**config.mk**
```make
export PLATFORM = sky130hd
export DESIGN_NAME = mem_access_ctrl
export DESIGN_NICKNAME = d
export VERILOG_FILES = /design/src/rtl/mem_access_ctrl.sv
export SDC_FILE = /design/constraint.sdc
export NUM_CORES = 1
export LEC_CHECK = 0
export ABC_AREA = 0
export BUFFER_PORTS_ARGS = -buffer_cell sky130_fd_sc_hd__buf_4
export CAP_MARGIN = 15
export CORE_ASPECT_RATIO = 2
export CORE_MARGIN = 2
export CORE_UTILIZATION = 30
export CTS_BUF_LIST = sky130_fd_sc_hd__clkbuf_16
export CTS_CLUSTER_DIAMETER = 100
export CTS_CLUSTER_SIZE = 25
export DETAILED_ROUTE_END_ITERATION = 8
export PLACE_DENSITY_LB_ADDON = 0.15
export SLEW_MARGIN = 25
export SYNTH_ARGS = -nofsm -noshare
export SYNTH_HDL_FRONTEND = slang
export SYNTH_SLANG_ARGS = --single-unit
```
**constraint.sdc**
```tcl
create_clock -name clk -period 7.55 [get_ports clk]
set_input_delay 1.51 -clock clk [delete_from_list [all_inputs] [get_ports clk]]
set_output_delay 1.51 -clock clk [all_outputs]
set_load 0.01 [all_outputs]
```
**src/rtl/mem_access_ctrl.sv**
```systemverilog
// mem_access_ctrl: single-outstanding LDR/STR controller between execute and writeback.
// It drives a req/ack memory bus. Define MEMCTRL_TIMEOUT_EN to abort bus cycles that never see mem_ack.
module mem_access_ctrl #(
    parameter int                  ADDR_W         = 32,
    parameter int                  DATA_W         = 32,
    parameter int                  OPCODE_W       = 4,
    parameter logic [OPCODE_W-1:0] OP_LDR         = OPCODE_W'(4'b1101),
    parameter logic [OPCODE_W-1:0] OP_STR         = OPCODE_W'(4'b1110),
    parameter int                  TIMEOUT_CYCLES = 16
) (
    input  logic                clk,
    input  logic                reset,
    input  logic                req_valid,
    output logic                req_ready,
    input  logic [OPCODE_W-1:0] req_opcode,
    input  logic [ADDR_W-1:0]   req_addr,
    input  logic [DATA_W-1:0]   req_data,
    output logic                mem_req,
    output logic                mem_rw,
    output logic [ADDR_W-1:0]   mem_addr,
    output logic [DATA_W-1:0]   mem_wdata,
    input  logic [DATA_W-1:0]   mem_rdata,
    input  logic                mem_ack,
    output logic                ld_valid,
    input  logic                ld_ready,
    output logic [DATA_W-1:0]   ld_data,
    output logic                str_done,
    output logic                busy,
    output logic                err
);

    typedef enum logic [1:0] {IDLE, BUS, RESP} state_t;

    state_t state, state_nxt;
    logic   is_ldr_op;
    logic   accept;
    logic   timeout;

    if (TIMEOUT_CYCLES < 1) begin : g_bad_timeout
        $error("TIMEOUT_CYCLES must be at least 1");
    end

    assign is_ldr_op = (req_opcode == OP_LDR);
    // Unknown opcodes are still consumed by the handshake; they just never reach the bus.
    assign accept    = req_valid && req_ready && (is_ldr_op || req_opcode == OP_STR);
    assign busy      = (state != IDLE);

`ifdef MEMCTRL_TIMEOUT_EN
    localparam int CNT_W = $clog2(TIMEOUT_CYCLES + 1);

    logic [CNT_W-1:0] wait_cnt;

    // Fires on the TIMEOUT_CYCLES-th bus cycle without an ack; an ack in that cycle wins.
    assign timeout = (state == BUS) && !mem_ack && (wait_cnt == CNT_W'(TIMEOUT_CYCLES - 1));

    always_ff @(posedge clk or posedge reset) begin
        if (reset) begin
            wait_cnt <= '0;
            err      <= 1'b0;
        end else begin
            err <= timeout;
            if (accept)
                wait_cnt <= '0;
            else if (state == BUS && !mem_ack)
                wait_cnt <= wait_cnt + CNT_W'(1);
        end
    end
`else
    assign timeout = 1'b0;
    assign err     = 1'b0;
`endif

    always_ff @(posedge clk or posedge reset) begin
        if (reset)
            state <= IDLE;
        else
            state <= state_nxt;
    end

    // NOTE: every output of this block gets a default first so no path leaves a latch behind.
    always_comb begin
        state_nxt = state;
        req_ready = 1'b0;
        mem_req   = 1'b0;
        ld_valid  = 1'b0;
        unique case (state)
            IDLE: begin
                req_ready = 1'b1;
                if (accept)
                    state_nxt = BUS;
            end
            BUS: begin
                mem_req = 1'b1;
                if (mem_ack || timeout)
                    state_nxt = mem_rw ? RESP : IDLE;
            end
            RESP: begin
                ld_valid = 1'b1;
                if (ld_ready)
                    state_nxt = IDLE;
            end
            default: state_nxt = IDLE;
        endcase
    end

    // NOTE: registered state uses non-blocking assignments so every flop samples pre-edge values.
    always_ff @(posedge clk or posedge reset) begin
        if (reset) begin
            mem_rw    <= 1'b1;
            mem_addr  <= '0;
            mem_wdata <= '0;
            ld_data   <= '0;
            str_done  <= 1'b0;
        end else begin
            str_done <= 1'b0;
            unique case (state)
                IDLE: begin
                    if (accept) begin
                        mem_rw    <= is_ldr_op;
                        mem_addr  <= req_addr;
                        mem_wdata <= is_ldr_op ? '0 : req_data;
                    end
                end
                BUS: begin
                    if (mem_ack) begin
                        if (mem_rw)
                            ld_data <= mem_rdata;
                        else
                            str_done <= 1'b1;
                    end else if (timeout && mem_rw) begin
                        ld_data <= '1;
                    end
                end
                default: ;
            endcase
        end
    end

endmodule

```
**Yosys cells after proc, flatten, opt, wreduce, memory -nomap -nowiden**

Index checks and enable logic that the tools add are counted.

- Equal/unequal tests: 7
- Multiplexer cells: 12
- Reduce and logical (&&, ||, !) cells: 8

Operators by type and width:

| cell | count |
|---|---|
| 32-bit two-way mux | 1 |
| 4-bit == test, second input constant | 2 |
| 2-bit two-way mux | 4 |
| 1-bit two-way mux | 6 |
| 2-bit != test, second input constant | 3 |
| 2-bit one-hot mux with 3 select lines | 1 |
| 3-bit AND reduction | 2 |
| 2-bit by 1-bit == test with 1-bit output, second input constant | 1 |
| 2-bit == test, second input constant | 1 |
| 1-bit logical AND | 2 |
| 2-bit logical NOT | 1 |
| 2-bit AND reduction | 1 |
| 2-bit nonzero test | 1 |
| 1-bit logical OR | 1 |

- Register bits: 100

**Depth between registers and ports, before layout**

Gate-level depths: netlist of run 1.

- Depth after elaboration: 6
- Mapped depth: 6

**Worst setup path before layout of run 1**

OpenSTA, ideal clock, no wires.

- Path kind: input-to-reg
- From: in req_opcode[3]
- To: reg mem_addr[10]
- Setup time: 0.125 ns
- Arrival: 2.651 ns
- Required time: 7.425 ns
- Slack: 4.774 ns
- Stages: 6
- Path buffers: 3
- Path through: nor4bb_4 > buf_6 > and3_4 > buf_8 > buf_12 > mux2_4

- Cells in the longest elaborated chain, start to end: 4

Ends and longest elaborated chain:

| what | line | text |
|---|---|---|
| start, declared | 15 | `input logic [OPCODE_W-1:0] req_opcode,` |
| 4-bit == test (on tied branches) | 43, 45 |  |
| 1-bit logical OR (*) | 45 | `assign accept = req_valid && req_ready && (is_ldr_op \|\| req_opcode == OP_STR);` |
| 1-bit logical AND (*) | 45 |  |
| 2-bit AND reduction (no line) (*) | -- |  |
| end signal, assigned | 120 | `mem_addr <= req_addr;` |
| end, declared | 20 | `output logic [ADDR_W-1:0] mem_addr,` |

Mark *: on every way between the ends. The rest lies on a longest branch, timed or not.
A chain may end at the register's enable or synchronous reset.

**Final worst setup path of run 1**

- From: in req_opcode[3]
- To: reg mem_addr[29]

The elaborated chain is that of the path after synthesis.

==> results of run 1 <==
cell usage after synthesis:
library cell / number
nand3_1: 2
and3_4: 1
nor2_1: 1
mux2_2: 35
buf_4: 1
nand2_1: 1
a41oi_1: 32
buf_8: 1
buf_2: 9
a2bb2oi_1: 1
inv_1: 5
dfstp_2: 1
buf_12: 3
buf_6: 1
clkbuf_1: 15
nor2b_1: 32
dfrtp_1: 99
nand3b_1: 1
and2b_1: 1
a31oi_1: 1
mux2_4: 29
o21ai_0: 1
conb_1: 1
nor4bb_4: 1
nand2b_1: 1
o2bb2ai_1: 32
a21o_1: 1
and3_1: 1
xor2_1: 1
sequential cells by signal, indices dropped and copies added, names as in the netlist:
register,cells
state,2
mem_addr,32
str_done,1
mem_rw,1
ld_data,32
mem_wdata,32
power breakdown:
part / switching [W] / internal, W / total (W)
clock: 0.000221 / 0.000267 / 0.000487
sequential: 0.0000786 / 0.000663 / 0.000742
combinational: 0.000208 / 0.000332 / 0.000541
total: 0.000507 / 0.00126 / 0.00177
worst min path at each step:
stage	from	endpoint	slack [ns]	depth (start not counted)
final	ld_data[20]	ld_data[20]	0.51	1
after global routing	ld_data[13]	ld_data[13]	0.52	1
after CTS	ld_data[20]	ld_data[20]	0.51	1
after detailed placement	mem_addr[25]	mem_addr[25]	0.49	1
after global placement	mem_wdata[13]	mem_wdata[13]	0.49	1
after floorplan	mem_rw	mem_rw	0.50	2
layout make-up:
cell class | count | area share [%]
timing repair buffer | 210 | 24.7
sequential | 100 | 39.3
clock buffer | 9 | 3.53
tap | 192 | 3.77
multi-input combinational | 176 | 26.9
clock inverter | 7 | 1.47
inverter | 5 | 0.334
per-layer routing:
layer,part of all wire [%],track usage (%)
met5,0,0
met2,54,27.1
met4,2.9,6.67
met1,37,16.8
met3,6.2,3.47
through the flow:
step                hold slack [ns]  setup WS, ns
floorplan                     0.505          3.42
global placement              0.488          3.71
detailed placement            0.493          3.65
CTS                           0.511          4.02
global route                  0.521          3.90
finish                        0.507          4.00
critical path: stages:
cell,delay (ns)
buf_4,0.08
nor4bb_4,0.70
buf_4,0.41
and3_4,0.65
mux2_2,0.40
cells by family (layout without fill, tap and decap cells):
| group | Yosys count | count (layout) | share of synthesized area (%) |
|---|---|---|---|
| simple gates | 42 | 42 | 6.36 |
| xor+xnor | 1 | 1 | 0.198 |
| buf+inv | 35 | 231 | 4.83 |
| flops | 100 | 100 | 56.5 |
| other cells | 1 | 1 | 0.0847 |
| mux | 64 | 64 | 18.7 |
| compound gates | 68 | 68 | 13.3 |
==> impl_results.md, run 1 <==
* R2r startpoint: state[1]
* Post-Syn Nets at 416
* Total power at 0.00177 W
* Fin crit period at 3.55 ns
* Crit path capture: mem_addr[29]
* Power Dens Cells at 278 mW/mm²
* Area of the multi-input gates at 0.00171 mm²
* # fillers at 1395
* Clock sink total at 100
* Leakage at 3.03 nW
* Total number of vias at 3324
* CP Data Required Time at 7.77 ns
* Clock skew at 0.00897 ns
* Status: finished, final reports clean
* #FFs+latches synth at 100
* Max clock buf depth at 2
* Wire length per cell at 17.2 µm
* RSZ-0062 raised after global routing: false
* Reg-to-reg slack, setup at 4.76 ns
* # rows at 62
* PortBufs at 206
* Final hold vios at 0
* Synth Instances at 311
* Die area at 0.0158 mm²
* Routed Wire Length at 12.0 mm
* Distinct cells, synth at 29
* Ranking of synthesized cells by area: dfrtp_1, mux2_4, mux2_2
* Post-CTS Setup Inserts at 0
* RePlAce Congestion at 0.715
* Final Instance Area at 0.00637 mm²
* Mapped cell area at 0.00443 mm²
* Cell taking the most area after synthesis: dfrtp_1
* First-pass GRT wire length at 18.8 mm
* Worst hold path type: flop to flop
* Largest net degree at the start of global routing at 69
* R2R depth at 4
* Worst Path Arrival at 3.77 ns
* DRC Markers at 0
* Post-DP HPWL at 8.59 mm
* Placed cell area at 0.00605 mm²
* Initial drt markers at 100
* Worst Path Max Fanout at 33
* VDD IR-drop max at 124 µV
* Die Y at 176 µm
* Ports at 208
* Endpoints failing setup at 0
* Max Slew Vio Count at 0
* Crit Reg-Reg Endpoint: mem_addr[29]
* Register area at 0.00250 mm²
* Gr usage total at 15.0%
* Area growth syn-to-layout at 43.9%
* Crit path launch: req_opcode[3]
* Resize count post-CTS at 0
* Fmax at 282 MHz
* ANT cells at 0
* Gr ovfl total at 0
* Final Non-Filler Cells at 699
* H-tree Lvls at 3
* CP endpoint kind: flop
* Vias/cell at 4.76
* Antenna violations before repair at 0
* Fraction of layout cells with a size suffix above 1 at 58.0%
* Yosys top cell area share at 55.9%
* Avg Cell Area, Syn at 14.2 µm²
* Initial Util at 30.7%
* Slew @ Worst Pin at 0.843 ns
* CTS tree: done
* Rel. slew slack at 43.8%
* Hold Buf Count CTS at 0
* Final #Nets at 607
* Type of origin of the critical path: input port
* Post-route core utilization at 44.2%
* Total CTS buffers at 9
* Vias in the first global route at 3414
* 1st-pass router iterations at 4
* Tcrit/Tclk final at 47.0%
* Clk_lat worst skew at 0.34 ns
* Synth Warn # at 0
* Most frequent cells in the layout: buf_4, dfrtp_1, mux2_2
* Core area at 0.0144 mm²
* Chip Width at 89.9 µm
* Maxcap violations at 0
* Post-synthesis sequential area ratio at 56.5%
* Crit path kind: input port to flop
* Final antenna-violating net count at 0
* Clk slew on worst S/H paths at 0.07 ns
* CTS Root Cell: clkbuf_16
* Setup tns final at 0 ns
* Commonest non-fill, non-tap cell in the layout: buf_4
* Placed insts at 683
No activity file was read; power rests on OpenSTA's default activity.
==> inputs of run 2 (changes only) <==
Clock period 7.55 ns to 3.2 ns, I/O delays scaled along.
==> impl_results.md, run 2 (same netlist as run 1, synthesis figures left out) <==
* RSZ-0062 raised after global routing: false
* Most frequent cells in the layout: buf_4, dfrtp_1, mux2_2
* Reg-to-reg slack, setup at 1.19 ns (-3.57 ns)
* Status: finished, final reports clean
* R2R depth at 4 (unchanged)
* ANT cells at 0 (unchanged)
* Vias/cell at 4.68 (-1.7%)
* Family with the most delay on the worst path: simple AND/OR/NAND/NOR gates
* Total CTS buffers at 9 (unchanged)
* Clk_lat worst skew at 0.34 ns (about the same)
* Die Y at 176 µm (unchanged)
* Post-CTS Setup Inserts at 0 (unchanged)
* Fmax at 498 MHz
* Final #Nets at 608 (+0.16%)
* Setup tns final at 0 ns (unchanged)
* Initial Util at 30.7% (unchanged)
* Max clock buf depth at 2 (unchanged)
* Worst Path Max Fanout at 21 (-36%)
* Crit path kind: flop to flop
* Die area at 0.0158 mm² (unchanged)
* Worst Path Arrival at 2.22 ns (-1.55 ns)
* Core area at 0.0144 mm² (unchanged)
* Final hold vios at 0 (unchanged)
* Slowest stage cell, crit path: nand3_1
* RePlAce Congestion at 0.713 (-0.24%)
* CP endpoint kind: flop
* Maxcap violations at 0 (unchanged)
* Crit path launch: state[1]
* Post-DP HPWL at 8.49 mm (-1.1%)
* Antenna violations before repair at 0 (unchanged)
* Max Slew Vio Count at 0 (unchanged)
* Clock skew at 0.00869 ns (-0.000275 ns)
* Hold Buf Count CTS at 0 (unchanged)
* Final Non-Filler Cells at 699 (unchanged)
* Final antenna-violating net count at 0 (unchanged)
* VDD IR-drop max at 278 µV (+130%)
* Gr ovfl total at 0 (unchanged)
* Crit path buf inv count at 1 (-1)
* # rows at 62 (unchanged)
* Vias in the first global route at 3591 (+5.2%)
* Wire length per cell at 17.1 µm (-0.16%)
* Ports at 208 (unchanged)
* Routed Wire Length at 12.0 mm (-0.16%)
* 1st-pass router iterations at 4 (unchanged)
* CTS Root Cell: clkbuf_16
* Crit Reg-Reg Endpoint: ld_data[16]
* Worst hold path type: input port to async pin
* Resize count post-CTS at 0 (unchanged)
* Power Dens Cells at 642 mW/mm² (+130%)
* DRC Markers at 0 (unchanged)
* Worst path cell trace: and2b_1 > nand3_1 > buf_12 > mux2_2
* Initial drt markers at 70 (-30%)
* Endpoints failing setup at 0 (unchanged)
* First-pass GRT wire length at 19.5 mm (+3.7%)
* Placed insts at 684 (+0.15%)
* Type of origin of the critical path: flop
* Clock sink total at 100 (unchanged)
* Top flop regs: ld_data (32), mem_addr (32), mem_wdata (32)
* Largest net degree at the start of global routing at 101 (+46%)
* Rel. slew slack at 55.0% (+11 points)
* CP Data Required Time at 3.41 ns (-4.36 ns)
* Leakage at 3.03 nW (about the same)
* Total number of vias at 3268 (-1.7%)
* R2r startpoint: state[1]
* Largest stage delay, worst path at 0.50 ns (-0.20 ns)
* Chip Width at 89.9 µm (unchanged)
* Tcrit/Tclk final at 62.7%
* Gr usage total at 15.4% (+0.38 points)
* Area growth syn-to-layout at 44.0% (about the same)
* Clk slew on worst S/H paths at 0.06 ns (about the same)
* PortBufs at 206 (unchanged)
* H-tree Lvls at 3 (unchanged)
* Commonest non-fill, non-tap cell in the layout: buf_4
* Slew @ Worst Pin at 0.673 ns (-0.170 ns)
* CTS tree: done
* Fraction of layout cells with a size suffix above 1 at 57.8% (-0.20 points)
* Fin crit period at 2.01 ns
==> run 2: changes by cell type in the layout (fill, tap and decap cells not counted) <==
cell,change
buf_4,-1
inv_8,-2
clkinv_8,-1
buf_12,+2
inv_4,-1
clkinv_2,+1
clkinv_1,+1
clkinvlp_4,+1
==> run 2: power breakdown <==
| group | switching [W] | internal (W) | total, W |
|---|---|---|---|
| logic | 0.000490 | 0.000787 | 0.00128 |
| clock network | 0.000464 | 0.000602 | 0.00107 |
| registers | 0.000187 | 0.00157 | 0.00175 |
==> run 2: worst register-to-register path: stages (launching register included) <==
cell	delay, ns
dfrtp_1	0.44
and2b_1	0.29
nand3_1	0.50
buf_12	0.38
mux2_2	0.28
==> run 2: worst max-delay path by stage <==
stage                        end  slack [ns]  cells past startpoint
floorplan           mem_addr[10]        1.29                      6
global placement    mem_addr[29]        0.84                      4
detailed placement  mem_addr[30]        0.85                      4
CTS                  ld_data[16]        1.16                      4
global route         ld_data[16]        1.07                      4
finish               ld_data[16]        1.19                      4
==> run 2: area by class of cell <==
cell class / instances / area, µm²
repair buffers: 211 / 1610
inverters: 5 / 22.5
flip-flops and latches: 100 / 2500
clock buffers: 9 / 225
fillers: 1404 / 8050
clock inverters: 6 / 63.8
well taps: 192 / 240
multi-input cells: 176 / 1710
==> run 2: metrics by stage <==
| stage | setup WS, ns | utilization (%) | cell area (µm²) | hold slack [ns] | power, W |
|---|---|---|---|---|---|
| detailed placement | 0.851 | 42.2 | 6090 | 0.489 | 0.00307 |
| global route | 1.07 | 44.2 | 6380 | 0.495 | 0.00433 |
| CTS | 1.16 | 44.2 | 6380 | 0.492 | 0.00417 |
| finish | 1.19 | 44.2 | 6380 | 0.478 | 0.00409 |
| global placement | 0.838 | 42.2 | 6090 | 0.489 | 0.00305 |
| floorplan | 1.29 | - | 4430 | 0.505 | 0.00238 |
==> run 2: routing by layer <==
metal	vias up	track usage (%)	wire length (µm)
li1	1541	-	-
met1	1605	17.8	4490
met2	112	27.6	6610
met3	10	3.82	666
met4	0	5.51	208
met5	-	0	0
==> inputs of run 3 (changes only) <==
Clock period 3.2 ns to 1.7 ns, I/O delays scaled along.
==> impl_results.md, run 3 (same netlist as run 1, synthesis figures left out) <==
* Largest stage delay, worst path at 0.42 ns (-0.08 ns)
* Final hold vios at 0 (unchanged)
* RePlAce Congestion at 0.738 (+3.6%)
* Vias/cell at 4.78 (+2.3%)
* Endpoints failing setup at 0 (unchanged)
* # rows at 62 (unchanged)
* Worst Path Max Fanout at 11 (-48%)
* Fin crit period at 1.66 ns (-0.348 ns)
* Crit path buf inv count at 1 (unchanged)
* Hold slack final at 0.159 ns (-0.319 ns)
* Area growth syn-to-layout at 47.7%
* Rel. slew slack at 64.2% (+9.2 points)
* Sequential Power Share at 42.7% (about the same)
* Max clock buf depth at 2 (unchanged)
* Clock skew at 0.00656 ns (-0.00213 ns)
* Tcrit/Tclk final at 97.6% (+35 points)
* Hold Buf Count CTS at 0 (unchanged)
* # fillers at 1390 (-1.0%)
* Clk_lat worst skew at 0.34 ns (about the same)
* Crit path kind: flop to flop
* Wire length per cell at 18.1 µm (+5.7%)
* Comb power frac at 31.7% (+0.5 points)
* Sw frac at 29.3% (+1.5 points)
* Post-route core utilization at 45.3% (+1.1 points)
* Total power at 0.00776 W (+90%)
* Ports at 208 (unchanged)
* Leakage at 3.12 nW (+2.9%)
* CP endpoint kind: flop
* Clk slew on worst S/H paths at 0.08 ns (+0.02 ns)
* Worst setup margin at 0.0413 ns (-1.15 ns)
* Most frequent cells in the layout: buf_4, dfrtp_1
* Routed Wire Length at 12.9 mm (+7.8%)
* First-pass GRT wire length at 20.2 mm (+3.8%)
* Place WS at 0.0231 ns (-0.828 ns)
* RSZ-0062 raised after global routing: true
* CTS Root Cell: clkbuf_16
* H-tree Lvls at 3 (unchanged)
* Maxcap violations at 0 (unchanged)
* Commonest non-fill, non-tap cell in the layout: buf_4
* VDD IR-drop max at 443 µV (+59%)
* M3 GR Usage at 3.82% (unchanged)
* Worst hold path type: input port to async pin
* Final #Nets at 620 (+2.0%)
* Met2 Track Usage GR at 29.1% (+1.5 points)
* Type of origin of the critical path: flop
* Psw at 0.00228 W (+100%)
* Largest net degree at the start of global routing at 101 (unchanged)
* Family with the most delay on the worst path: simple AND/OR/NAND/NOR gates
* Clock power share at 25.6% (-0.4 points)
* Total CTS buffers at 9 (unchanged)
* Status: finished, final reports clean
* Clock sink total at 100 (unchanged)
* Fraction of layout cells with a size suffix above 1 at 58.8% (+1.1 points)
* Initial Util at 30.7% (unchanged)
* Chip Width at 89.9 µm (unchanged)
* Worst Path Arrival at 1.89 ns (-0.33 ns)
* Final antenna-violating net count at 0 (unchanged)
* Post-DP HPWL at 9.09 mm (+7.0%)
* GR met1 Demand/Resource at 18.5% (+0.71 points)
* Gr ovfl total at 0 (unchanged)
* Fmax at 603 MHz (+21%)
* Gr busiest metal: met2
* CP Data Required Time at 1.93 ns (-1.48 ns)
* Internal power at 0.00548 W (+86%)
* Gr usage total at 16.1% (+0.68 points)
* Slowest stage cell, crit path: dfrtp_1
* PortBufs at 206 (unchanged)
* Total number of vias at 3409 (+4.3%)
* Max Slew Vio Count at 0 (unchanged)
* Vias in the first global route at 3615 (+0.67%)
* Antenna violations before repair at 1 (+1)
* DRC Markers at 0 (unchanged)
* Initial drt markers at 70 (unchanged)
* Power Dens Cells at 1190 mW/mm² (+85%)
* Core area at 0.0144 mm² (unchanged)
* 1st-pass router iterations at 4 (unchanged)
* Top flop regs: ld_data (32), mem_addr (32), mem_wdata (32)
* Worst path cell trace: nor4bb_4 > and3_4 > buf_12 > mux2_4
* Die area at 0.0158 mm² (unchanged)
* Die Y at 176 µm (unchanged)
* Setup tns final at 0 ns (unchanged)
* Slew @ Worst Pin at 0.536 ns (-0.137 ns)
* CTS tree: done
==> run 3: worst min-delay path: stages <==
cell        delay, ns
buf_4            0.12
clkinvlp_4       0.07
buf_12           0.42
==> run 3: through the flow <==
| step | std cells | cell area [µm²] |
|---|---|---|
| 6_report | 713 | 6540 |
| 3_3_place_gp | 692 | 6180 |
| 3_5_place_dp | 692 | 6180 |
| 5_1_grt | 713 | 6540 |
| 4_1_cts | 708 | 6470 |
| 2_1_floorplan | 311 | 4430 |
==> run 3: routing by layer <==
| layer | routed length (µm) | up-vias |
|---|---|---|
| li1 | - | 1565 |
| met1 | 4890 | 1723 |
| met2 | 7220 | 112 |
| met3 | 610 | 9 |
| met4 | 181 | 0 |
| met5 | 0 | - |
==> run 3: repair_timing <==
item | in CTS | in global routing
resized for setup | 0 | 5
buffers inserted | 0 | 2
endpoints found under the setup margin | 0 | 32
==> run 3: area by class of cell <==
type	count	area, µm²	share of cell area, %
repair buffers	223	1770	27.0
clock inverters	7	57.6	0.880
clock buffers	9	225	3.44
well taps	192	240	3.67
inverters	5	22.5	0.344
diodes	1	2.50	0.0383
flip-flops and latches	100	2500	38.3
multi-input cells	176	1720	26.3
==> run 3: power by group through the flow <==
stage          clock network (W)  logic [W]  registers, W
5_1_grt                  0.00215    0.00262       0.00340
2_1_floorplan                  0   0.000913       0.00356
6_report                 0.00199    0.00246       0.00331
3_5_place_dp                   0    0.00249       0.00335
4_1_cts                  0.00207    0.00248       0.00332
3_3_place_gp                   0    0.00244       0.00333
==> run 3: path summary, 6_finish.rpt <==
path                                   from       endpoint  slack (ns)  cells after the start
worst max-delay path               state[0]    mem_addr[8]        0.04                      4
worst min-delay path                  reset   mem_addr[29]        0.16                      3
worst max register to register     state[0]    mem_addr[8]        0.04                      4
worst min register to register  ld_data[27]    ld_data[27]        0.51                      1
max in group asynchronous             reset  mem_wdata[13]        1.14                      3
min in group clk                   ld_ready       state[1]        0.20                      2
